<file path="src/rtl/equ_search_pkg.sv">
// Shared definitions for the equality key-search engine: data width,
// default table geometry and the FSM state encoding.
package equ_search_pkg;

  localparam int DATA_W        = 8;
  localparam int DEFAULT_DEPTH = 8;
  localparam int DEFAULT_IDX_W = 3;

  // Encoding 2'd3 is unused and recovers to IDLE in the engine.
  typedef enum logic [1:0] {
    IDLE = 2'd0,
    SCAN = 2'd1,
    DONE = 2'd2
  } state_t;

endpackage

</file>
<file path="src/rtl/equ_8bit.sv">
// Combinational 8-bit equality comparator; the compare datapath of the
// key-search engine. Bitwise compare, so signed bytes need no special handling.
module equ_8bit
  import equ_search_pkg::*;
(
  input  logic [DATA_W-1:0] i_a,
  input  logic [DATA_W-1:0] i_b,
  output logic              o_r
);

  assign o_r = (i_a == i_b);

endmodule

</file>
<file path="src/rtl/equ_search_8bit.sv">
// Sequential key-search engine: a DEPTH-entry table of bytes scanned one entry
// per cycle against a latched key, with valid/ready request and response.
// Optional feature macro: MATCH_COUNT_EN (full scan, lowest index plus match
// count on rsp_count). Without it the scan stops at the first match.
module equ_search_8bit
  import equ_search_pkg::*;
#(
  parameter int DEPTH = DEFAULT_DEPTH,
  parameter int IDX_W = DEFAULT_IDX_W
) (
  input  logic              clk,
  input  logic              rst,
  input  logic              wr_en,
  input  logic [IDX_W-1:0]  wr_addr,
  input  logic [DATA_W-1:0] wr_data,
  input  logic              req_valid,
  output logic              req_ready,
  input  logic [DATA_W-1:0] req_key,
  output logic              rsp_valid,
  input  logic              rsp_ready,
  output logic              rsp_hit,
`ifdef MATCH_COUNT_EN
  output logic [IDX_W-1:0]  rsp_index,
  output logic [IDX_W:0]    rsp_count
`else
  output logic [IDX_W-1:0]  rsp_index
`endif
);

  localparam logic [IDX_W-1:0] LAST_IDX = IDX_W'(DEPTH - 1);

  state_t             r_state;
  logic [IDX_W-1:0]   r_idx;
  logic [DATA_W-1:0]  r_key;
  logic [DATA_W-1:0]  r_table [DEPTH];
  logic               r_req_ready;
  logic               r_rsp_valid;
  logic               r_rsp_hit;
  logic [IDX_W-1:0]   r_rsp_index;

  logic [DATA_W-1:0]  w_entry;
  logic               w_eq;
  logic               w_last;

  assign w_entry = r_table[r_idx];
  assign w_last  = (r_idx == LAST_IDX);

  equ_8bit u_equ (
    .i_a (w_entry),
    .i_b (r_key),
    .o_r (w_eq)
  );

`ifdef MATCH_COUNT_EN
  localparam logic [IDX_W:0] DEPTH_CNT = (IDX_W+1)'(DEPTH);

  logic [IDX_W:0]     r_cnt;
  logic               r_found;
  logic [IDX_W-1:0]   r_first_idx;
  logic [IDX_W:0]     r_rsp_count;
  logic [IDX_W:0]     w_cnt_next;

  // Running match count including the entry compared this cycle, saturating at DEPTH.
  always_comb begin
    w_cnt_next = r_cnt;
    if (w_eq && (r_cnt != DEPTH_CNT)) begin
      w_cnt_next = r_cnt + 1'b1;
    end
  end

  assign rsp_count = r_rsp_count;
`endif

  // Table storage: writes land at the edge in any state; reset clears every entry.
  always_ff @(posedge clk) begin
    if (rst) begin
      for (int i = 0; i < DEPTH; i++) begin
        r_table[i] <= '0;
      end
    end else if (wr_en) begin
      r_table[wr_addr] <= wr_data;
    end
  end

  // Search FSM with index counter and registered handshake/response outputs.
  always_ff @(posedge clk) begin
    if (rst) begin
      r_state     <= IDLE;
      r_idx       <= '0;
      r_key       <= '0;
      r_req_ready <= 1'b1;
      r_rsp_valid <= 1'b0;
      r_rsp_hit   <= 1'b0;
      r_rsp_index <= '0;
`ifdef MATCH_COUNT_EN
      r_cnt       <= '0;
      r_found     <= 1'b0;
      r_first_idx <= '0;
      r_rsp_count <= '0;
`endif
    end else begin
      case (r_state)
        IDLE: begin
          r_req_ready <= 1'b1;
          if (req_valid) begin
            r_key       <= req_key;
            r_idx       <= '0;
            r_req_ready <= 1'b0;
            r_state     <= SCAN;
`ifdef MATCH_COUNT_EN
            r_cnt       <= '0;
            r_found     <= 1'b0;
            r_first_idx <= '0;
`endif
          end
        end

        SCAN: begin
`ifdef MATCH_COUNT_EN
          r_cnt <= w_cnt_next;
          if (w_eq && !r_found) begin
            r_found     <= 1'b1;
            r_first_idx <= r_idx;
          end
          if (w_last) begin
            r_state     <= DONE;
            r_rsp_valid <= 1'b1;
            r_rsp_count <= w_cnt_next;
            r_rsp_hit   <= (w_cnt_next != '0);
            if (r_found) begin
              r_rsp_index <= r_first_idx;
            end else if (w_eq) begin
              r_rsp_index <= r_idx;
            end else begin
              r_rsp_index <= '0;
            end
          end else begin
            r_idx <= r_idx + 1'b1;
          end
`else
          if (w_eq) begin
            r_state     <= DONE;
            r_rsp_valid <= 1'b1;
            r_rsp_hit   <= 1'b1;
            r_rsp_index <= r_idx;
          end else if (w_last) begin
            r_state     <= DONE;
            r_rsp_valid <= 1'b1;
            r_rsp_hit   <= 1'b0;
            r_rsp_index <= '0;
          end else begin
            r_idx <= r_idx + 1'b1;
          end
`endif
        end

        DONE: begin
          if (rsp_ready) begin
            r_rsp_valid <= 1'b0;
            r_req_ready <= 1'b1;
            r_state     <= IDLE;
          end
        end

        default: begin
          r_state     <= IDLE;
          r_req_ready <= 1'b1;
          r_rsp_valid <= 1'b0;
        end
      endcase
    end
  end

  assign req_ready = r_req_ready;
  assign rsp_valid = r_rsp_valid;
  assign rsp_hit   = r_rsp_hit;
  assign rsp_index = r_rsp_index;

endmodule

</file>
<file path="config.mk">
export PLATFORM = sky130hd
export DESIGN_NAME = equ_search_8bit
export DESIGN_NICKNAME = d
export VERILOG_FILES = /design/src/rtl/equ_search_pkg.sv /design/src/rtl/equ_8bit.sv /design/src/rtl/equ_search_8bit.sv
export SDC_FILE = /design/constraint.sdc
export NUM_CORES = 1
export LEC_CHECK = 0
export ABC_CLOCK_PERIOD_IN_PS = 2850
export CORE_UTILIZATION = 33
export CTS_CLUSTER_DIAMETER = 120
export CTS_CLUSTER_SIZE = 25
export DETAILED_ROUTE_END_ITERATION = 7
export HOLD_SLACK_MARGIN = 0.15
export PLACE_DENSITY_LB_ADDON = 0.12
export SLEW_MARGIN = 15
export SYNTH_ARGS = -nofsm -noshare
export SYNTH_HDL_FRONTEND = slang
export SYNTH_HIERARCHICAL = 1
export SYNTH_SLANG_ARGS = --single-unit
</file>
<file path="constraint.sdc">
create_clock -name clk -period 2.85 [get_ports clk]
set_input_delay 0.7125 -clock clk [delete_from_list [all_inputs] [get_ports clk]]
set_output_delay 0.7125 -clock clk [all_outputs]
set_load 0.05 [all_outputs]
</file>
==> summary.txt, run 1 <==
Cells and area
  • Fillers: 1065
  • Nets@finish: 350
  • Area growth, synth to finish: 21.29%
  • Antenna diodes: 0
  • Layout cell share with drive strength beyond 1: 0.1520

Worst setup path
  • Worst path top cell family by delay: simple AND/OR/NAND/NOR gates
  • Buffers and inverters on the worst path: 1
  • Critical Path RT: between 3 and 4 ns
  • Critical path startpoint category: flip-flop
  • Reg2Reg Setup Slack: between 0.1 and 0.15 ns
  • Slowest stage delay, CP: roughly 0.60 ns
  • Crit path arrival time: around 3 ns
  • Worst-path cell chain: buf_12, mux4_1, mux2_2, xnor2_1, nand4_1, nor2_2, or4b_1, nand3_1, a21oi_1
  • CP max-delay cell: mux4_1
  • Worst setup path category: flip-flop to flip-flop
  • Worst Setup End Kind: flip-flop
  • Reg2reg end: r_idx[2]$_SDFFE_PP0N_
  • Worst R2R Path Depth: 9
  • CP Max Fanout: 16

Synthesis
  • Sequential area share after synthesis: 0.6045
  • Mapped cell area: ~0.0039 mm2
  • Syn nets: 310
  • Cells after Synth: ~280
  • EDFF count, synth: 64
  • Dominant cell type by area after synthesis: edfxtp_1
  • Synthesis-stage register bit count: 86
  • Area share of the largest cell type after synthesis: 0.4918
  • Netlist cell types: 32
  • Synth top area cells: edfxtp_1, dfxtp_1, and2_1, mux4_1, a21oi_1
  • Synth warn: 6
  • Synth Flop Type: edfxtp_1
  • Synth async-reset ratio: 0
  • Syn Area/Cell: between 10 and 15 um2

Pwr
  • Pleak: around 1.7 nW
  • Internal Pwr Total: 0.002307 W
  • Max IR drop VDD: between 0.2 and 0.25 mV
  • Comb pwr share: 0.075
  • PnR Total Power: slightly below 0.003 W
  • Switching Power: ~0.00062 W
  • Clock power share: 0.430
  • Sw Share: 0.2112
  • Power per cell area: between 600 and 700 mW/mm2
  • Flop pwr share: 0.494

STA
  • Tcrit/Tclk final: 0.9506
  • Worst clock skew: around 0.0061 ns
  • Max-slew headroom: 0.5609
  • Slew Limit Fails: 0
  • Final TNS setup: 0 ns
  • Endpoints failing setup: 0
  • Crit path time final: between 2 and 3 ns
  • Hold Vio Cnt, Final: 0
  • Slew @ Worst Pin: approximately 0.66 ns
  • F_max: 0.3691 GHz
  • RSZ-0062 raised after global routing: false

CTS
  • Clk sinks: 86
  • H-tree Lvls: 3
  • Hold-fix buffers at CTS: 0
  • Setup repair bufs after CTS: 0
  • Worst skew pair latency: between 0.3 and 0.4 ns
  • Clock Path Buffers: 2
  • Clock root buffer: clkbuf_16
  • Reg clk slew, reported paths: 0.06 ns
  • CTS tree: yes
  • Total CTS buffers: 9

Drt
  • WL/cell: 17.61 um
  • Post-route ant nets: 0
  • Initial DRC count: 98
  • DR vias: between 2000 and 2500
  • Routed Wire Length: ~8300 um
  • DRC Markers: 0
  • Avg Vias per Cell: 4.773
  • DRT Pass-1 Iters: 4

Min path
  • Hold Crit Start: rsp_valid$_SDFFE_PP0P_
  • Worst hold path type: flip-flop to flip-flop
  • Hold EP: rsp_valid$_SDFFE_PP0P_
  • Hold depth: 2

Global routing
  • First-pass GRT wire length: 13140 um
  • GRT Util Overall: 0.1456
  • Vias in the first global route: ~2300
  • Total grt overflow: 0
  • Initial antenna violation count: 0
  • Largest net degree at the start of global routing: 28

Floorplan
  • Placeable core area: about 0.011 mm2
  • Die Span X: 110.8 um
  • Area of the die: 0.01228 mm2
  • Cell Rows: 39
  • Die Height: around 110 um
  • IO Count: 30
  • Starting Density: 0.3408

Placement
  • DP Wirelength: around 5500 um
  • GP Congestion: 0.6743
  • IO Port Bufs: 29

Run
  • Number of max-cap violations: 0

Status
  • Status: completed
[sequential cells by signal, indices dropped and copies added (netlist names), named ones only]
register   flops
r_table       64
r_key          8
r_idx          3
rsp_index      3
r_state        2
req_ready      1
rsp_hit        1
rsp_valid      1
[worst min-delay path: cells and delay by family, from the launching register on]
family | cells | cell delay (ns)
AND/OR/NAND/NOR | 1 | 0.05
flip-flops | 1 | 0.32
AO/OA/AOI/OAI | 1 | 0.05
[layer usage]
layer,GRT usage,up-vias,share of wire
li1,-,1119,-
met1,0.1807,1084,0.46
met2,0.2406,39,0.49
met3,0.03116,11,0.033
met4,0.07111,0,0.022
met5,0,-,0
[what timing repair did]
action	4_1_cts	5_1_grt
gates resized for setup	0	2
endpoints found under the hold margin	0	0
setup endpoints to repair	0	6
[synthesized netlist by cell type (all sizes together) (3+ instances only)]
cell type and n:
o21ai 3, mux2 8, edfxtp 64, nand2 23, buf 5, nand2b 6
xnor2 8, or2 8, nor2 11, and2 64, clkbuf 6, dfxtp 22
a21oi 18, nand3 3, mux4 16
[layout by cell type (no fill, tap or decap), types with 3 or more instances in the layout]
cell type and count:
dfxtp_1 22, clkdlybuf4s50_1 29, mux2_2 8, nor2_1 10, clkbuf_16 11, xnor2_1 8, or2_2 8, buf_4 10
o21ai_0 3, nand3_1 3, clkinv_2 3, a21oi_1 18, nand2b_1 6, and2_1 64, mux4_1 15, nand2_1 23
edfxtp_1 64
[layout make-up]
| type | count | area [um2] | area share |
|---|---|---|---|
| flip-flops and latches | 86 | 2362 | 0.4984 |
| multi-input cells | 187 | 1486 | 0.3136 |
| clock buffers | 11 | 275.3 | 0.05808 |
| clock inverters | 5 | 51.30 | 0.01082 |
| well taps | 143 | 178.9 | 0.03775 |
| repair buffers | 40 | 385.4 | 0.08131 |
[power groups by stage]
stage / Clock [W] / Sequential, W / Combinational (W)
finish: 0.00126 / 0.00145 / 0.000220
global route: 0.00133 / 0.00145 / 0.000240
CTS: 0.00128 / 0.00145 / 0.000223
detailed placement: 0 / 0.00147 / 0.000222
global placement: 0 / 0.00147 / 0.000222
floorplan: 0 / 0.00146 / 0.000138
[per-stage QoR]
step           utilization  hold WS, ns  setup slack (ns)  area [um2]  cells
2_1_floorplan            -       0.4488            0.3532        3908    284
4_1_cts             0.4125       0.4742            0.1224        4731    472
6_report            0.4133       0.4697            0.1408        4740    472
3_5_place_dp        0.3841       0.4652            0.1445        4404    456
5_1_grt             0.4133       0.5005           0.02651        4740    472
3_3_place_gp        0.3841       0.4587            0.1663        4404    456
[worst max path at each step]
stage | endpoint | depth (start not counted) | from | slack (ns)
floorplan | flip-flop | 10 | flip-flop | 0.35
global route | r_idx[2]$_SDFFE_PP0N_ | 9 | flip-flop | 0.03
global placement | flip-flop | 9 | flip-flop | 0.17
CTS | r_idx[2]$_SDFFE_PP0N_ | 9 | flip-flop | 0.12
finish | r_idx[2]$_SDFFE_PP0N_ | 9 | flip-flop | 0.14
detailed placement | r_idx[2]$_SDFFE_PP0N_ | 9 | flip-flop | 0.14
[kinds of logic after synthesis]
logic type,after synthesis,synth area share
simple gates,128,0.1892
flops,86,0.6045
compound gates,25,0.03490
mux,24,0.1297
buf+inv,11,0.01729
xor+xnor,8,0.01793
fa+ha+maj,2,0.006403
Power figures use the tool's default switching activity.
==> run 2: changes to the inputs <==
CORE_UTILIZATION = 58   (was 33)
==> summary.txt, run 2 (synthesis results as in run 1) <==
Worst setup path
  • Worst setup path category: flip-flop to flip-flop
  • Critical path startpoint category: flip-flop
  • Critical Path RT: 3.08 ns (+0.02 ns)
  • Crit path arrival time: 2.93 ns (about the same)
  • Worst Setup End Kind: flip-flop
  • CP Max Fanout: 11 (-5)
  • Reg2Reg Setup Slack: 0.15 ns (about the same)

STA
  • F_max: 0.3703 GHz (+0.32%)
  • Min Hold Slack: 0.4778 ns (+0.008100 ns)
  • Max-slew headroom: 0.5754 (+0.01445)
  • Worst clock skew: 0.007412 ns (+0.001358 ns)
  • Setup ws final: 0.1494 ns (+0.008530 ns)
  • Slew @ Worst Pin: 0.6346 ns (-0.02159 ns)
  • Slew Limit Fails: 0 (unchanged)
  • Hold Vio Cnt, Final: 0 (unchanged)
  • Crit path time final: 2.701 ns (-0.008530 ns)
  • Tcrit/Tclk final: 0.9476 (-0.002993)
  • Endpoints failing setup: 0 (unchanged)

CTS
  • Total CTS buffers: 9 (unchanged)
  • Setup repair bufs after CTS: 0 (unchanged)
  • Worst skew pair latency: 0.36 ns (+0.02 ns)
  • Number of gates resized after CTS: 0 (unchanged)
  • Clk sinks: 86 (unchanged)
  • Hold-fix buffers at CTS: 0 (unchanged)
  • H-tree Lvls: 3 (unchanged)
  • Reg clk slew, reported paths: 0.08 ns (+0.02 ns)
  • CTS tree: yes
  • Clock Path Buffers: 2 (unchanged)
  • Clock root buffer: clkbuf_8

Global routing
  • Initial antenna violation count: 0 (unchanged)
  • GRT Util Overall: 0.2446 (+0.09905)
  • First-pass GRT wire length: 12360 um (-6.0%)
  • Largest net degree at the start of global routing: 28 (unchanged)
  • Vias in the first global route: 2397 (+2.2%)
  • Total grt overflow: 0 (unchanged)

Drt
  • WL/cell: 19.68 um (+12%)
  • DR vias: 2307 (+2.4%)
  • Avg Vias per Cell: 5.710 (+20%)
  • DRT Pass-1 Iters: 6 (+2)
  • Routed Wire Length: 7949 um (-4.4%)
  • Initial DRC count: 138 (+41%)
  • Post-route ant nets: 0 (unchanged)
  • DRC Markers: 4 (+4)

Floorplan
  • Area of the die: 0.007069 mm2 (-42%)
  • Cell Rows: 29 (-26%)
  • Starting Density: 0.6084 (+0.2677)
  • Placeable core area: 0.006422 mm2 (-44%)
  • IO Count: 30 (unchanged)
  • Die Height: 84.08 um (-24%)
  • Die Span X: 84.08 um (-24%)

Cells and area
  • Nets@finish: 348 (-0.57%)
  • Register Area: 0.002362 mm2 (unchanged)
  • Area growth, synth to finish: 14.60%
  • Most frequent cells in the layout: and2_1, edfxtp_1, clkdlybuf4s50_1, nand2_1, dfxtp_1
  • Multi-input logic area: 0.001484 mm2 (-0.17%)
  • Fillers: 463 (-57%)
  • Most flops, register: r_table
  • Antenna diodes: 0 (unchanged)
  • Max FFs per register: 64 (unchanged)
  • Final Util: 0.6973 (+0.2839)
  • Layout cell share with drive strength beyond 1: 0.1346 (-0.01742)
  • Biggest regs: r_table: 64 flops, r_key: 8 flops

Placement
  • GP Congestion: 0.8418 (+25%)
  • Worst slack, placed: 0.1885 ns (+0.04402 ns)
  • IO Port Bufs: 29 (unchanged)
  • DP Wirelength: 5512 um (-0.24%)

Status
  • Failing checks: design-rule violations
  • Status: complete, but fails checks

Pwr
  • Internal Pwr Total: 0.001831 W (-21%)
  • Comb pwr share: 0.091 (+0.016)
  • Power per cell area: 536.7 mW/mm2 (-13%)
  • Flop pwr share: 0.601 (+0.107)
  • Pleak: 1.561 nW (-6.4%)
  • Max IR drop VDD: 0.2891 mV (+21%)
  • Switching Power: 0.0005724 W (-7.4%)
  • Sw Share: 0.2382 (+0.02695)
  • Clock power share: 0.308 (-0.122)

Min path
  • Worst hold path type: flip-flop to flip-flop

Run
  • Number of max-cap violations: 0 (unchanged)
==> run 2: critical path, cell delays in order, from the launching register on <==
cell,delay [ns]
dfxtp_1,0.55
buf_4,0.28
mux4_1,0.32
mux2_2,0.30
xnor2_1,0.15
nand4_1,0.10
nor2_1,0.09
or4b_1,0.59
nand3_1,0.12
a21oi_1,0.08
==> run 2: path summary, 6_finish.rpt <==
kind,start,end,cells past startpoint
hold / removal,rsp_valid$_SDFFE_PP0P_,rsp_valid$_SDFFE_PP0P_,2
setup / recovery,flip-flop,r_idx[0]$_SDFFE_PP0N_,9
hold reg to reg,rsp_valid$_SDFFE_PP0P_,rsp_valid$_SDFFE_PP0P_,2
setup reg to reg,flip-flop,r_idx[0]$_SDFFE_PP0N_,9
==> run 2: power groups by stage <==
stage                     Sequential [W]  Combinational [W]  Clock [W]
after floorplan                  0.00146           0.000138          0
after global placement           0.00147           0.000214          0
after detailed placement         0.00148           0.000218          0
after CTS                        0.00145           0.000220   0.000743
after global routing             0.00145           0.000235   0.000784
final                            0.00145           0.000218   0.000740
==> run 2: cell type report <==
class,instances,share of cell area
clock buffer,9,0.02766
sequential,86,0.5275
timing repair buffer,38,0.08270
tap,77,0.02151
multi-input combinational,187,0.3314
clock inverter,7,0.009220
==> run 2: per-stage QoR <==
stage / total power, W / area (um2) / instances / setup TNS (ns)
floorplan: 0.001595 / 3908 / 284 / 0
global placement: 0.001686 / 4307 / 388 / 0
detailed placement: 0.001694 / 4307 / 388 / 0
CTS: 0.002410 / 4472 / 404 / 0
global route: 0.002472 / 4478 / 404 / -0.01466
finish: 0.002403 / 4478 / 404 / 0
==> run 2: layer usage <==
metal / GRT usage / share of wire
met5: 0 / 0
met1: 0.3018 / 0.43
met3: 0.02967 / 0.030
met2: 0.4314 / 0.52
met4: 0.1113 / 0.020
